**src/rtl/chu_uart_v2_if.sv**
```systemverilog
// chu_uart_v2_if: FPro slot bus bundle for the chu_uart_v2 core.
//   cs      slot select
//   read    read strobe (reads are side-effect free)
//   write   write strobe
//   addr    word address within the slot (only [2:0] decoded)
//   wr_data write data
//   rd_data combinational read data
// master: the bus side (processor / testbench); slave: the UART core.
interface chu_uart_v2_if;
  logic        cs;
  logic        read;
  logic        write;
  logic [4:0]  addr;
  logic [31:0] wr_data;
  logic [31:0] rd_data;

  modport master (output cs, read, write, addr, wr_data, input rd_data);
  modport slave  (input cs, read, write, addr, wr_data, output rd_data);
endinterface

```
**src/rtl/chu_uart_v2.sv**
```systemverilog
// chu_uart_v2: MMIO UART with baud generator, configurable framing
// (5..8 data bits, none/even/odd parity, 1 or 2 stop bits), TX/RX FIFOs,
// sticky RX error flags, fill levels and a registered level interrupt.
// Ports:
//   clk    system clock
//   reset  asynchronous active-high reset
//   bus    slot bus (chu_uart_v2_if.slave)
//   tx     serial output, idle high, registered
//   rx     serial input, asynchronous to clk
//   irq    registered level interrupt
// Register map (addr[2:0]):
//   0 R  status {frame_err, parity_err, overrun, 0, tx_idle, tx_full, rx_empty, rx_head}
//   1 RW divisor          2 R {tx_count, rx_count} / W push TX byte
//   3 W  pop RX byte      4 RW ctrl               5 W clear error flags (bits 14:12)

// Synchronous first-word-fall-through byte FIFO with occupancy counter.
module chu_uart_v2_fifo #(
  parameter int AW = 8
) (
  input  logic        clk,
  input  logic        reset,
  input  logic        push,
  input  logic        pop,
  input  logic [7:0]  wdata,
  output logic [7:0]  rdata,
  output logic        empty,
  output logic        full,
  output logic [AW:0] count
);
  localparam int DEPTH = 1 << AW;

  logic [7:0]    mem [DEPTH];
  logic [AW-1:0] wptr;
  logic [AW-1:0] rptr;
  logic          push_ok;
  logic          pop_ok;

  assign empty = (count == '0);
  assign full  = (count == (AW+1)'(DEPTH));
  // A push into a full FIFO still succeeds when a pop frees a slot in the same cycle.
  assign pop_ok  = pop && !empty;
  assign push_ok = push && (!full || pop_ok);
  assign rdata   = mem[rptr];

  always_ff @(posedge clk) begin
    if (push_ok) mem[wptr] <= wdata;
  end

  always_ff @(posedge clk or posedge reset) begin
    if (reset) begin
      wptr  <= '0;
      rptr  <= '0;
      count <= '0;
    end else begin
      if (push_ok) wptr <= wptr + 1'b1;
      if (pop_ok)  rptr <= rptr + 1'b1;
      case ({push_ok, pop_ok})
        2'b10:   count <= count + 1'b1;
        2'b01:   count <= count - 1'b1;
        default: count <= count;
      endcase
    end
  end
endmodule

module chu_uart_v2 #(
  parameter int FIFO_DEPTH_BIT = 8,
  parameter int DVSR_W         = 16
) (
  input  logic               clk,
  input  logic               reset,
  chu_uart_v2_if.slave       bus,
  output logic               tx,
  input  logic               rx,
  output logic               irq
);
  typedef enum logic [2:0] {IDLE, START, DATA, PARITY, STOP} state_t;

  logic              wr_en;
  logic [2:0]        sel;
  logic [DVSR_W-1:0] dvsr_reg;
  logic [DVSR_W-1:0] baud_cnt;
  logic              tick;
  logic [6:0]        ctrl_reg;
  logic              frame_err, parity_err, overrun;
  logic              ferr_set, perr_set, ovr_set;
  logic [2:0]        err_clr;
  logic              unused_bits;

  logic              rx_s1, rx_sync;
  state_t            rx_state, rx_state_next;
  logic [3:0]        rx_s, rx_s_next;
  logic [2:0]        rx_n, rx_n_next;
  logic [7:0]        rx_b, rx_b_next;
  logic [3:0]        rx_cfg, rx_cfg_next;
  logic [2:0]        rx_last;
  logic              rx_par_en, rx_par_exp;
  logic              rx_push, rx_pop;
  logic [7:0]        rx_fifo_data;
  logic              rx_empty, rx_full;
  logic [FIFO_DEPTH_BIT:0] rx_count;

  state_t            tx_state, tx_state_next;
  logic [3:0]        tx_s, tx_s_next;
  logic [2:0]        tx_n, tx_n_next;
  logic [7:0]        tx_b, tx_b_next;
  logic [4:0]        tx_cfg, tx_cfg_next;
  logic              tx_par, tx_par_next;
  logic              tx_next;
  logic [2:0]        tx_last;
  logic [7:0]        tx_masked;
  logic              tx_push, tx_pop;
  logic [7:0]        tx_fifo_data;
  logic              tx_empty, tx_full, tx_idle;
  logic [FIFO_DEPTH_BIT:0] tx_count;

  assign unused_bits = &{1'b0, bus.read, bus.addr[4:3], bus.wr_data};

  assign wr_en   = bus.write && bus.cs;
  assign sel     = bus.addr[2:0];
  assign tx_push = wr_en && (sel == 3'd2);
  assign rx_pop  = wr_en && (sel == 3'd3);
  assign err_clr = (wr_en && (sel == 3'd5)) ? bus.wr_data[14:12] : 3'b000;

  // Divisor and control registers.
  always_ff @(posedge clk or posedge reset) begin
    if (reset) begin
      dvsr_reg <= '0;
      ctrl_reg <= '0;
    end else if (wr_en) begin
      if (sel == 3'd1) dvsr_reg <= bus.wr_data[DVSR_W-1:0];
      if (sel == 3'd4) ctrl_reg <= bus.wr_data[6:0];
    end
  end

  // Baud generator: 0..dvsr, so one tick every dvsr+1 clocks (16 ticks per bit).
  assign tick = (baud_cnt == dvsr_reg);

  always_ff @(posedge clk or posedge reset) begin
    if (reset)                          baud_cnt <= '0;
    else if (wr_en && (sel == 3'd1))    baud_cnt <= '0;
    else if (tick)                      baud_cnt <= '0;
    else                                baud_cnt <= baud_cnt + 1'b1;
  end

  // Two-flop synchroniser; resets to the idle (high) line level.
  always_ff @(posedge clk or posedge reset) begin
    if (reset) begin
      rx_s1   <= 1'b1;
      rx_sync <= 1'b1;
    end else begin
      rx_s1   <= rx;
      rx_sync <= rx_s1;
    end
  end

  chu_uart_v2_fifo #(.AW(FIFO_DEPTH_BIT)) rx_fifo (
    .clk(clk), .reset(reset), .push(rx_push), .pop(rx_pop), .wdata(rx_b_next),
    .rdata(rx_fifo_data), .empty(rx_empty), .full(rx_full), .count(rx_count)
  );

  chu_uart_v2_fifo #(.AW(FIFO_DEPTH_BIT)) tx_fifo (
    .clk(clk), .reset(reset), .push(tx_push), .pop(tx_pop), .wdata(bus.wr_data[7:0]),
    .rdata(tx_fifo_data), .empty(tx_empty), .full(tx_full), .count(tx_count)
  );

  // Data-bit count field 00..11 maps to 8..5 bits, i.e. last index 7..4.
  assign rx_last    = 3'd7 - {1'b0, rx_cfg[1:0]};
  assign rx_par_en  = rx_cfg[3] ^ rx_cfg[2];
  assign rx_par_exp = (^rx_b) ^ rx_cfg[3];

  always_ff @(posedge clk or posedge reset) begin
    if (reset) begin
      rx_state <= IDLE;
      rx_s     <= '0;
      rx_n     <= '0;
      rx_b     <= '0;
      rx_cfg   <= '0;
    end else begin
      rx_state <= rx_state_next;
      rx_s     <= rx_s_next;
      rx_n     <= rx_n_next;
      rx_b     <= rx_b_next;
      rx_cfg   <= rx_cfg_next;
    end
  end

  // RX framing: start bit re-checked mid-bit (tick 7) to reject glitches,
  // then every later sample lands 16 ticks apart, near each bit centre.
  always_comb begin
    rx_state_next = rx_state;
    rx_s_next     = rx_s;
    rx_n_next     = rx_n;
    rx_b_next     = rx_b;
    rx_cfg_next   = rx_cfg;
    rx_push       = 1'b0;
    perr_set      = 1'b0;
    ferr_set      = 1'b0;
    case (rx_state)
      IDLE: begin
        if (!rx_sync) begin
          rx_state_next = START;
          rx_s_next     = '0;
          rx_b_next     = '0;
          rx_cfg_next   = ctrl_reg[3:0];
        end
      end
      START: begin
        if (tick) begin
          if (rx_s == 4'd7) begin
            rx_s_next = '0;
            rx_n_next = '0;
            rx_state_next = rx_sync ? IDLE : DATA;
          end else begin
            rx_s_next = rx_s + 4'd1;
          end
        end
      end
      DATA: begin
        if (tick) begin
          if (rx_s == 4'd15) begin
            rx_s_next       = '0;
            rx_b_next[rx_n] = rx_sync;
            if (rx_n == rx_last) rx_state_next = rx_par_en ? PARITY : STOP;
            else                 rx_n_next = rx_n + 3'd1;
          end else begin
            rx_s_next = rx_s + 4'd1;
          end
        end
      end
      PARITY: begin
        if (tick) begin
          if (rx_s == 4'd15) begin
            rx_s_next     = '0;
            perr_set      = (rx_sync != rx_par_exp);
            rx_state_next = STOP;
          end else begin
            rx_s_next = rx_s + 4'd1;
          end
        end
      end
      STOP: begin
        if (tick) begin
          if (rx_s == 4'd15) begin
            ferr_set      = !rx_sync;
            rx_push       = 1'b1;
            rx_state_next = IDLE;
          end else begin
            rx_s_next = rx_s + 4'd1;
          end
        end
      end
      default: rx_state_next = IDLE;
    endcase
  end

  // A byte is lost only when no slot is freed by a simultaneous pop.
  assign ovr_set = rx_push && rx_full && !rx_pop;

  // Sticky error flags; a set in the same cycle as a clear wins.
  always_ff @(posedge clk or posedge reset) begin
    if (reset) begin
      frame_err  <= 1'b0;
      parity_err <= 1'b0;
      overrun    <= 1'b0;
    end else begin
      if (ferr_set)        frame_err  <= 1'b1;
      else if (err_clr[2]) frame_err  <= 1'b0;
      if (perr_set)        parity_err <= 1'b1;
      else if (err_clr[1]) parity_err <= 1'b0;
      if (ovr_set)         overrun    <= 1'b1;
      else if (err_clr[0]) overrun    <= 1'b0;
    end
  end

  assign tx_last   = 3'd7 - {1'b0, tx_cfg[1:0]};
  assign tx_masked = tx_fifo_data & (8'hFF >> ctrl_reg[1:0]);

  always_ff @(posedge clk or posedge reset) begin
    if (reset) begin
      tx_state <= IDLE;
      tx_s     <= '0;
      tx_n     <= '0;
      tx_b     <= '0;
      tx_cfg   <= '0;
      tx_par   <= 1'b0;
      tx       <= 1'b1;
    end else begin
      tx_state <= tx_state_next;
      tx_s     <= tx_s_next;
      tx_n     <= tx_n_next;
      tx_b     <= tx_b_next;
      tx_cfg   <= tx_cfg_next;
      tx_par   <= tx_par_next;
      tx       <= tx_next;
    end
  end

  // TX framing: the byte shifts right so tx_b[0] is always the current bit;
  // in STOP, tx_n doubles as "first stop bit done" for two-stop-bit frames.
  always_comb begin
    tx_state_next = tx_state;
    tx_s_next     = tx_s;
    tx_n_next     = tx_n;
    tx_b_next     = tx_b;
    tx_cfg_next   = tx_cfg;
    tx_par_next   = tx_par;
    tx_next       = tx;
    tx_pop        = 1'b0;
    case (tx_state)
      IDLE: begin
        tx_next = 1'b1;
        if (!tx_empty) begin
          tx_pop        = 1'b1;
          tx_b_next     = tx_masked;
          tx_cfg_next   = ctrl_reg[4:0];
          tx_par_next   = (^tx_masked) ^ ctrl_reg[3];
          tx_s_next     = '0;
          tx_next       = 1'b0;
          tx_state_next = START;
        end
      end
      START: begin
        if (tick) begin
          if (tx_s == 4'd15) begin
            tx_s_next     = '0;
            tx_n_next     = '0;
            tx_next       = tx_b[0];
            tx_state_next = DATA;
          end else begin
            tx_s_next = tx_s + 4'd1;
          end
        end
      end
      DATA: begin
        if (tick) begin
          if (tx_s == 4'd15) begin
            tx_s_next = '0;
            tx_b_next = {1'b0, tx_b[7:1]};
            if (tx_n == tx_last) begin
              tx_n_next = '0;
              if (tx_cfg[3] ^ tx_cfg[2]) begin
                tx_next       = tx_par;
                tx_state_next = PARITY;
              end else begin
                tx_next       = 1'b1;
                tx_state_next = STOP;
              end
            end else begin
              tx_n_next = tx_n + 3'd1;
              tx_next   = tx_b[1];
            end
          end else begin
            tx_s_next = tx_s + 4'd1;
          end
        end
      end
      PARITY: begin
        if (tick) begin
          if (tx_s == 4'd15) begin
            tx_s_next     = '0;
            tx_n_next     = '0;
            tx_next       = 1'b1;
            tx_state_next = STOP;
          end else begin
            tx_s_next = tx_s + 4'd1;
          end
        end
      end
      STOP: begin
        tx_next = 1'b1;
        if (tick) begin
          if (tx_s == 4'd15) begin
            tx_s_next = '0;
            if (tx_cfg[4] && (tx_n == 3'd0)) tx_n_next = 3'd1;
            else                             tx_state_next = IDLE;
          end else begin
            tx_s_next = tx_s + 4'd1;
          end
        end
      end
      default: tx_state_next = IDLE;
    endcase
  end

  assign tx_idle = tx_empty && (tx_state == IDLE);

  always_ff @(posedge clk or posedge reset) begin
    if (reset) irq <= 1'b0;
    else       irq <= (ctrl_reg[5] && !rx_empty) || (ctrl_reg[6] && tx_empty) ||
                      (ctrl_reg[5] && (frame_err || parity_err || overrun));
  end

  always_comb begin
    bus.rd_data = 32'h0;
    case (sel)
      3'd0: bus.rd_data = {17'b0, frame_err, parity_err, overrun, 1'b0, tx_idle, tx_full,
                           rx_empty, (rx_empty ? 8'h00 : rx_fifo_data)};
      3'd1: bus.rd_data = 32'(dvsr_reg);
      3'd2: bus.rd_data = {16'(tx_count), 16'(rx_count)};
      3'd4: bus.rd_data = {25'b0, ctrl_reg};
      default: bus.rd_data = 32'h0;
    endcase
  end
endmodule

```
**src/flat_wrapper.sv**
```systemverilog
// flat-port wrapper written by rule: the top's interface ports become plain ports
module chu_uart_v2_flat 
#(
  parameter int FIFO_DEPTH_BIT = 8,
  parameter int DVSR_W         = 16
)
  (clk, reset, tx, rx, irq, bus_cs, bus_read, bus_write, bus_addr, bus_wr_data, bus_rd_data);
  chu_uart_v2_if bus_i ();
  input  logic clk;
  input  logic reset;
  output logic tx;
  input  logic rx;
  output logic irq;
  input wire logic [$bits(bus_i.cs)-1:0] bus_cs;
  input wire logic [$bits(bus_i.read)-1:0] bus_read;
  input wire logic [$bits(bus_i.write)-1:0] bus_write;
  input wire logic [$bits(bus_i.addr)-1:0] bus_addr;
  input wire logic [$bits(bus_i.wr_data)-1:0] bus_wr_data;
  output wire logic [$bits(bus_i.rd_data)-1:0] bus_rd_data;
  assign bus_i.cs = bus_cs;
  assign bus_i.read = bus_read;
  assign bus_i.write = bus_write;
  assign bus_i.addr = bus_addr;
  assign bus_i.wr_data = bus_wr_data;
  assign bus_rd_data = bus_i.rd_data;
  chu_uart_v2 #(.FIFO_DEPTH_BIT(FIFO_DEPTH_BIT), .DVSR_W(DVSR_W)) u_core (.clk(clk), .reset(reset), .bus(bus_i), .tx(tx), .rx(rx), .irq(irq));
endmodule
```
**config.mk**
```make
export PLATFORM = sky130hd
export DESIGN_NAME = chu_uart_v2_flat
export DESIGN_NICKNAME = d
export VERILOG_FILES = /design/src/rtl/chu_uart_v2_if.sv /design/src/rtl/chu_uart_v2.sv /design/src/flat_wrapper.sv
export SDC_FILE = /design/constraint.sdc
export NUM_CORES = 2
export LEC_CHECK = 0
export ABC_AREA = 1
export BUFFER_PORTS_ARGS = -buffer_cell sky130_fd_sc_hd__buf_4
export CAP_MARGIN = 20
export CORE_ASPECT_RATIO = 1.1
export CORE_UTILIZATION = 63
export CTS_BUF_LIST = sky130_fd_sc_hd__clkbuf_16
export DETAILED_ROUTE_END_ITERATION = 6
export HOLD_SLACK_MARGIN = 0.06
export PLACE_DENSITY = 0.76
export SLEW_MARGIN = 5
export SYNTH_ARGS = -nofsm -noshare
export SYNTH_HDL_FRONTEND = slang
export SYNTH_SLANG_ARGS = --single-unit
export TNS_END_PERCENT = 5
```
**constraint.sdc**
```tcl
create_clock -name clk -period 20.3 [get_ports clk]
set_clock_uncertainty 0.2 [all_clocks]
set_input_delay 4.06 -clock clk [delete_from_list [all_inputs] [get_ports clk]]
set_output_delay 4.06 -clock clk [all_outputs]
set_load 0.02 [all_outputs]
```
After elaboration in Yosys (flattened, before gate mapping)
Memory sizes are Yosys's and may differ from the RTL's.
Cells that the tools add are included.
W data, S select, Z words.
{ "word_totals": {"regBits": 142, "ram_bits": 4096, "input_bits": 43, "output_inout_bits": 34, "elab_cells": 273, "memories": 2} }
{ "mem_list": {"columns": ["memory", "depth", "word_bits", "rd", "rd_clocked_by_memory_dff", "wr", "line_no", "rtl"], "rows": [
  ["u_core.rx_fifo.mem", 256, 8, 1, 0, 1, "chu_uart_v2.sv:32", "logic [7:0] mem [DEPTH];"],
  ["u_core.tx_fifo.mem", 256, 8, 1, 0, 1, "chu_uart_v2.sv:32", null]
]} }
{ "classes": {"addsub": 15, "magnitude_cmp": 2, "eq_ne": 54, "n_shift": 1, "n_mux": 102, "bitwise": 7, "reduce_logical": 63} }
{ "ops": {"columns": ["operator", "count"], "rows": [
  ["$mux W3", 37],
  ["$pmux W25 S4", 1],
  ["$mux W8", 7],
  ["$ne A2 B1 Y1 const B", 23],
  ["$mux W4", 10],
  ["$pmux W9 S2", 2],
  ["$add A8 B1 Y8 const B", 4],
  ["$mux W16", 2],
  ["$pmux W8 S2", 2],
  ["$mux W1", 31],
  ["$pmux W3 S5", 2],
  ["$add A9 B1 Y9 const B", 2],
  ["$eq A3 B2 Y1 const B", 6],
  ["$eq A9 B9 Y1 const B", 2],
  ["$logic_not A9 Y1", 2],
  ["$sub A9 B1 Y9 const B", 2],
  ["$logic_and A1 B1 Y1", 17],
  ["$add A16 B1 Y16 const B", 1],
  ["$eq A16 B16 Y1", 1],
  ["$pmux W4 S4", 1],
  ["$reduce_bool A2 Y1", 8],
  ["$reduce_xor A8 Y1", 2],
  ["$eq A3 B3 Y1 const B", 4],
  ["$logic_not A3 Y1", 4],
  ["39 further kinds", 71]
]} }

Depth between registers and ports, before layout
{ "depth": {"ltp_word": 8, "depth_mapped": 28, "mapped_depth_nobuf": 25} }

Cells and area by module
A second synthesis with hierarchy kept.
{ "hier_totals": {"cells_unflattened": 16560, "hier_area_um2": 179691.1} }
{ "by_module_without_submodules": {"columns": ["mod", "instances", "cells_per_inst", "area_per_inst_um2", "seq_area_each_um2"], "rows": [
  ["chu_uart_v2_fifo", 2, 7873, 86978.4, 62124.6],
  ["chu_uart_v2", 1, 814, 5734.2, 2306.0]
]} }

Worst setup path after synthesis
OpenSTA, ideal clock, no wires.
{ "synth_timing": {"path_kind": "register to register", "start": "register u_core.baud_cnt[12]", "end": "memory u_core.rx_fifo.mem[0][3], data pin", "setup_ns": 2.242, "arrival_time_ns": 12.003, "required_ns": 17.858, "path_slack_ns": 5.855, "stages_incl_launch_ff": 10, "path_buffers": 0, "period_less_slack_ns": 14.445, "path_cell_list": "dfrtp_1 xnor2_1 nand2_1 nor4_2 nand2_2 nor2_4 inv_1 nor2_1 a21oi_1 o31ai_1"} }
{ "synth_via": {"elab_chain_cells": 3} }
{ "synth_rtl": {"columns": ["element", "line_no", "rtl"], "rows": [
  ["from (decl)", "chu_uart_v2.sv:82", "logic [DVSR_W-1:0] baud_cnt;"],
  ["from (signal assigned)", "chu_uart_v2.sv:143", "else baud_cnt <= baud_cnt + 1'b1;"],
  ["$eq A16 B16 Y1", "chu_uart_v2.sv:137", "assign tick = (baud_cnt == dvsr_reg);"],
  ["$mux W8", "chu_uart_v2.sv:220", "if (tick) begin"],
  ["$pmux W8 S2", "chu_uart_v2.sv:199", "case (rx_state)"],
  ["net u_core.rx_b_next[3]", "chu_uart_v2.sv:94", "logic [7:0] rx_b, rx_b_next;"],
  ["to (decl)", "chu_uart_v2.sv:32", null]
]} }
The timed path passes the listed nets, and every way through them passes these cells.

Final worst setup path
{ "layout_timing": {"start": "register u_core.rx_fifo.rptr[0]", "end": "output bus_rd_data[7]"} }
{ "layout_via": {"elab_chain_cells": 3} }
{ "layout_rtl": {"columns": ["element", "line_no", "rtl"], "rows": [
  ["from (decl)", "chu_uart_v2.sv:34", "logic [AW-1:0] rptr;"],
  ["from (signal assigned)", "chu_uart_v2.sv:56", "if (pop_ok) rptr <= rptr + 1'b1;"],
  ["$mem_v2 Z256 W8", null, null],
  ["$mux W8", "chu_uart_v2.sv:398", "rx_empty, (rx_empty ? 8'h00 : rx_fifo_data)};"],
  ["$pmux W25 S4", "chu_uart_v2.sv:396", "case (sel)"],
  ["to (decl)", "flat_wrapper.sv:19", "output wire logic [$bits(bus_i.rd_data)-1:0] bus_rd_data;"]
]} }
Every way passes these cells.

==> run metrics <==
outcome=completed; slowest stage delay, CP=1110 ps; post-synthesis async set-or-reset flop share=about 3.4%; Post-Route WL=roughly 460000 um; die height=between 500 and 600 um; crit path capture=bus_rd_data[7]; crit path launch=u_core.rx_fifo.rptr[0]; most common cell after layout, fill and taps aside=edfxtp_1; num rows=around 200; DR DRC count=0; fmax=about 84 MHz; die width=502 um; number of buffers created by CTS=around 400; post-CTS setup buffer count=0; Syn. warnings=0; min-delay worst type=reg -> reg; Max stage delay cell, worst path=dfrtp_4; Power Density=111 nW/um^2; Startpoint Class=register; CTS resizes=0; total global-route track usage=between 30% and 40%; Register-to-Register Path Depth=23; Synth Register Bits=4238; hold path cells=0; Sw Pwr=~0.0060 W; Root Buffer=clkbuf_16; initial antenna violation count=7; clock buffer depth=4; crit path capture type=output pin; Worst EP required=between 15000 and 20000 ps; core area=about 270000 um^2; RSZ-0062 raised after global routing=false; Mapped Area=around 170000 um^2; R2R Path Start=u_core.tx_fifo.rptr[0]; Clock Sinks=4238; capturing point of the worst reg2reg path=u_core.tx_par; Initial Utilization=63.5%; routed len/inst=24.9 um; top flop regs=u_core.rx_fifo.mem x2048, u_core.tx_fifo.mem x2048; hold buffers post-CTS=0; Vias=between 100k and 150k; syn_area_per_cell=~12 um^2; Hold Vio Cnt, Final=0; largest net degree at the start of global routing=between 200 and 250; most frequent cells in the layout=4096 x edfxtp_1, 2740 x nor2_1, 2283 x nand2_1; Critical Path AT=7630 ps; Top Ports=between 70 and 80; Final setup viols=0; count of input and output buffers=50; Antenna Nets Post-Route=0; sw frac=about 29%; internal reg-to-reg setup slack=around 13000 ps; Cell Chain, Critical Path=buf_4, buf_4, buf_4, buf_4, o21ai_0, o22ai_1, a21oi_1, nand3_1, nand3_1, nand3_1, nand2_1, a31oi_1, o21ai_0, nand3_1, buf_4; Comb pwr share=between 15 and 20%; GP Congestion=0.933; GRT Residual Overflow=0; Pre-antenna DRT Iters=7; sequential share of power=roughly 46%; cell mode on critical path=buf_4; Least-Margin Pin Slew=1200 ps; Mapped Cells=14616; Slew Limit Fails=0; Detailed Place HPWL=~250000 um; Clock power frac=between 30 and 40%; Initial DRC Count=about 17000; Setup TNS=0 ps; max-cap violations=0; first-pass GRT wire length=around 680000 um; vias in the first global route=112413; Main synth FF type=edfxtp_1; internal power=roughly 0.015 W; number of synthesized flops with an enable pin=around 4100; WS Path Type=reg -> out; drt via density=around 6.3; layout cells sized above 1=5.98%; Slew HR=roughly a fifth; peak fanout along the critical path=93; CTS tree=built; Tmin final=~12000 ps; Seq/Total Area, Yosys=73.0%; H-tree depth=5; library cells used by synthesis=60; crit share post-route=about 59%; Max VDD drop=around 0.10 mV; Reg clk slew, reported paths=~60 ps; die area=between 200000 and 300000 um^2; leak pwr=about 70 nW; Area Growth Syn to Fin=9.02%; nets@finish=roughly 14000; Power Total=0.0209 W; Skew-Pair Late Insertion Delay=approximately 940 ps
stage by stage:
stage	hold slack (ps)	util [%]	setup slack (ps)	instances	area (um^2)
2_1_floorplan	145	-	5850	14622	173000
3_3_place_gp	149	64.4	9760	17537	176000
3_5_place_dp	148	64.4	9620	17537	176000
4_1_cts	157	69.2	8620	18268	189000
5_1_grt	158	69.2	8280	18275	189000
6_report	157	69.2	8410	18279	189000
layer usage:
metal,part of all wire (%),global-route usage [%],up-vias
met4,7.5,21.8,4
met1,35,40.4,56087
li1,-,-,51208
met2,48,51.9,7111
met5,0.0053,0,-
met3,10,5.86,1427
worst min-delay path by stage:
stage | from | slack [ps] | to
floorplan | u_core.rx_s1 | 150 | u_core.rx_sync
global placement | u_core.rx_s1 | 150 | u_core.rx_sync
detailed placement | u_core.rx_s1 | 150 | u_core.rx_sync
CTS | u_core.rx_s1 | 160 | u_core.rx_sync
global route | u_core.rx_s1 | 160 | u_core.rx_sync
finish | u_core.rx_s1 | 160 | u_core.rx_sync
area by class of cell:
class / count / area, um^2
fill: 18155 / 84100
clock inverter: 322 / 2850
clock buffer: 409 / 10200
inverter: 503 / 1960
sequential: 4238 / 127000
antenna: 6 / 15.0
multi-input combinational: 8931 / 40800
tap: 3654 / 4570
timing repair buffer: 216 / 1990
critical path: cells and delay by family (launching register included):
family,cells,cell delay (ps)
flops,1,1110
simple gates,5,1220
buf+inv,5,2830
compound gates,5,1310
cell families (layout without fill, tap and decap cells):
| kind of cell | after synthesis | count (layout) | share of synthesized area (%) |
|---|---|---|---|
| and+or+nand+nor | 6141 | 6141 | 14.2 |
| xor gates and xnor gates | 66 | 66 | 0.333 |
| muxes | 2 | 2 | 0.0123 |
| DFF | 4238 | 4238 | 73.0 |
| AOI/OAI and AO/OA | 2694 | 2694 | 8.75 |
| buffers and inverters | 1453 | 1450 | 3.57 |
| adders and majority gates | 21 | 21 | 0.152 |
| other | 1 | 13 | 0.00216 |
cell usage after synthesis (21+ instances only):
cell,count,share of area [%]
nor3_1,29,0.084
buf_2,290,0.84
buf_1,46,0.10
buf_4,68,0.29
clkbuf_1,532,1.2
o22ai_1,333,1.2
nand2_1,2283,4.9
o211ai_1,143,0.62
edfxtp_1,4096,71
a21oi_1,232,0.67
inv_1,480,1.0
ha_1,21,0.15
nand4_1,40,0.14
o21ai_0,1668,4.8
nor2_1,2742,5.9
o21ai_1,63,0.18
dfrtp_1,139,2.0
xor2_1,46,0.23
nand3_1,992,2.9
o221ai_1,198,1.0
power groups by stage:
stage / registers (W) / logic (W) / clock network (W)
after floorplan: 0.00977 / 0.00246 / 0
after global placement: 0.00983 / 0.00349 / 0
after detailed placement: 0.00983 / 0.00363 / 0
after CTS: 0.00965 / 0.00367 / 0.00751
after global routing: 0.00965 / 0.00404 / 0.00783
final: 0.00965 / 0.00377 / 0.00750
Power figures use the tool's default switching activity.
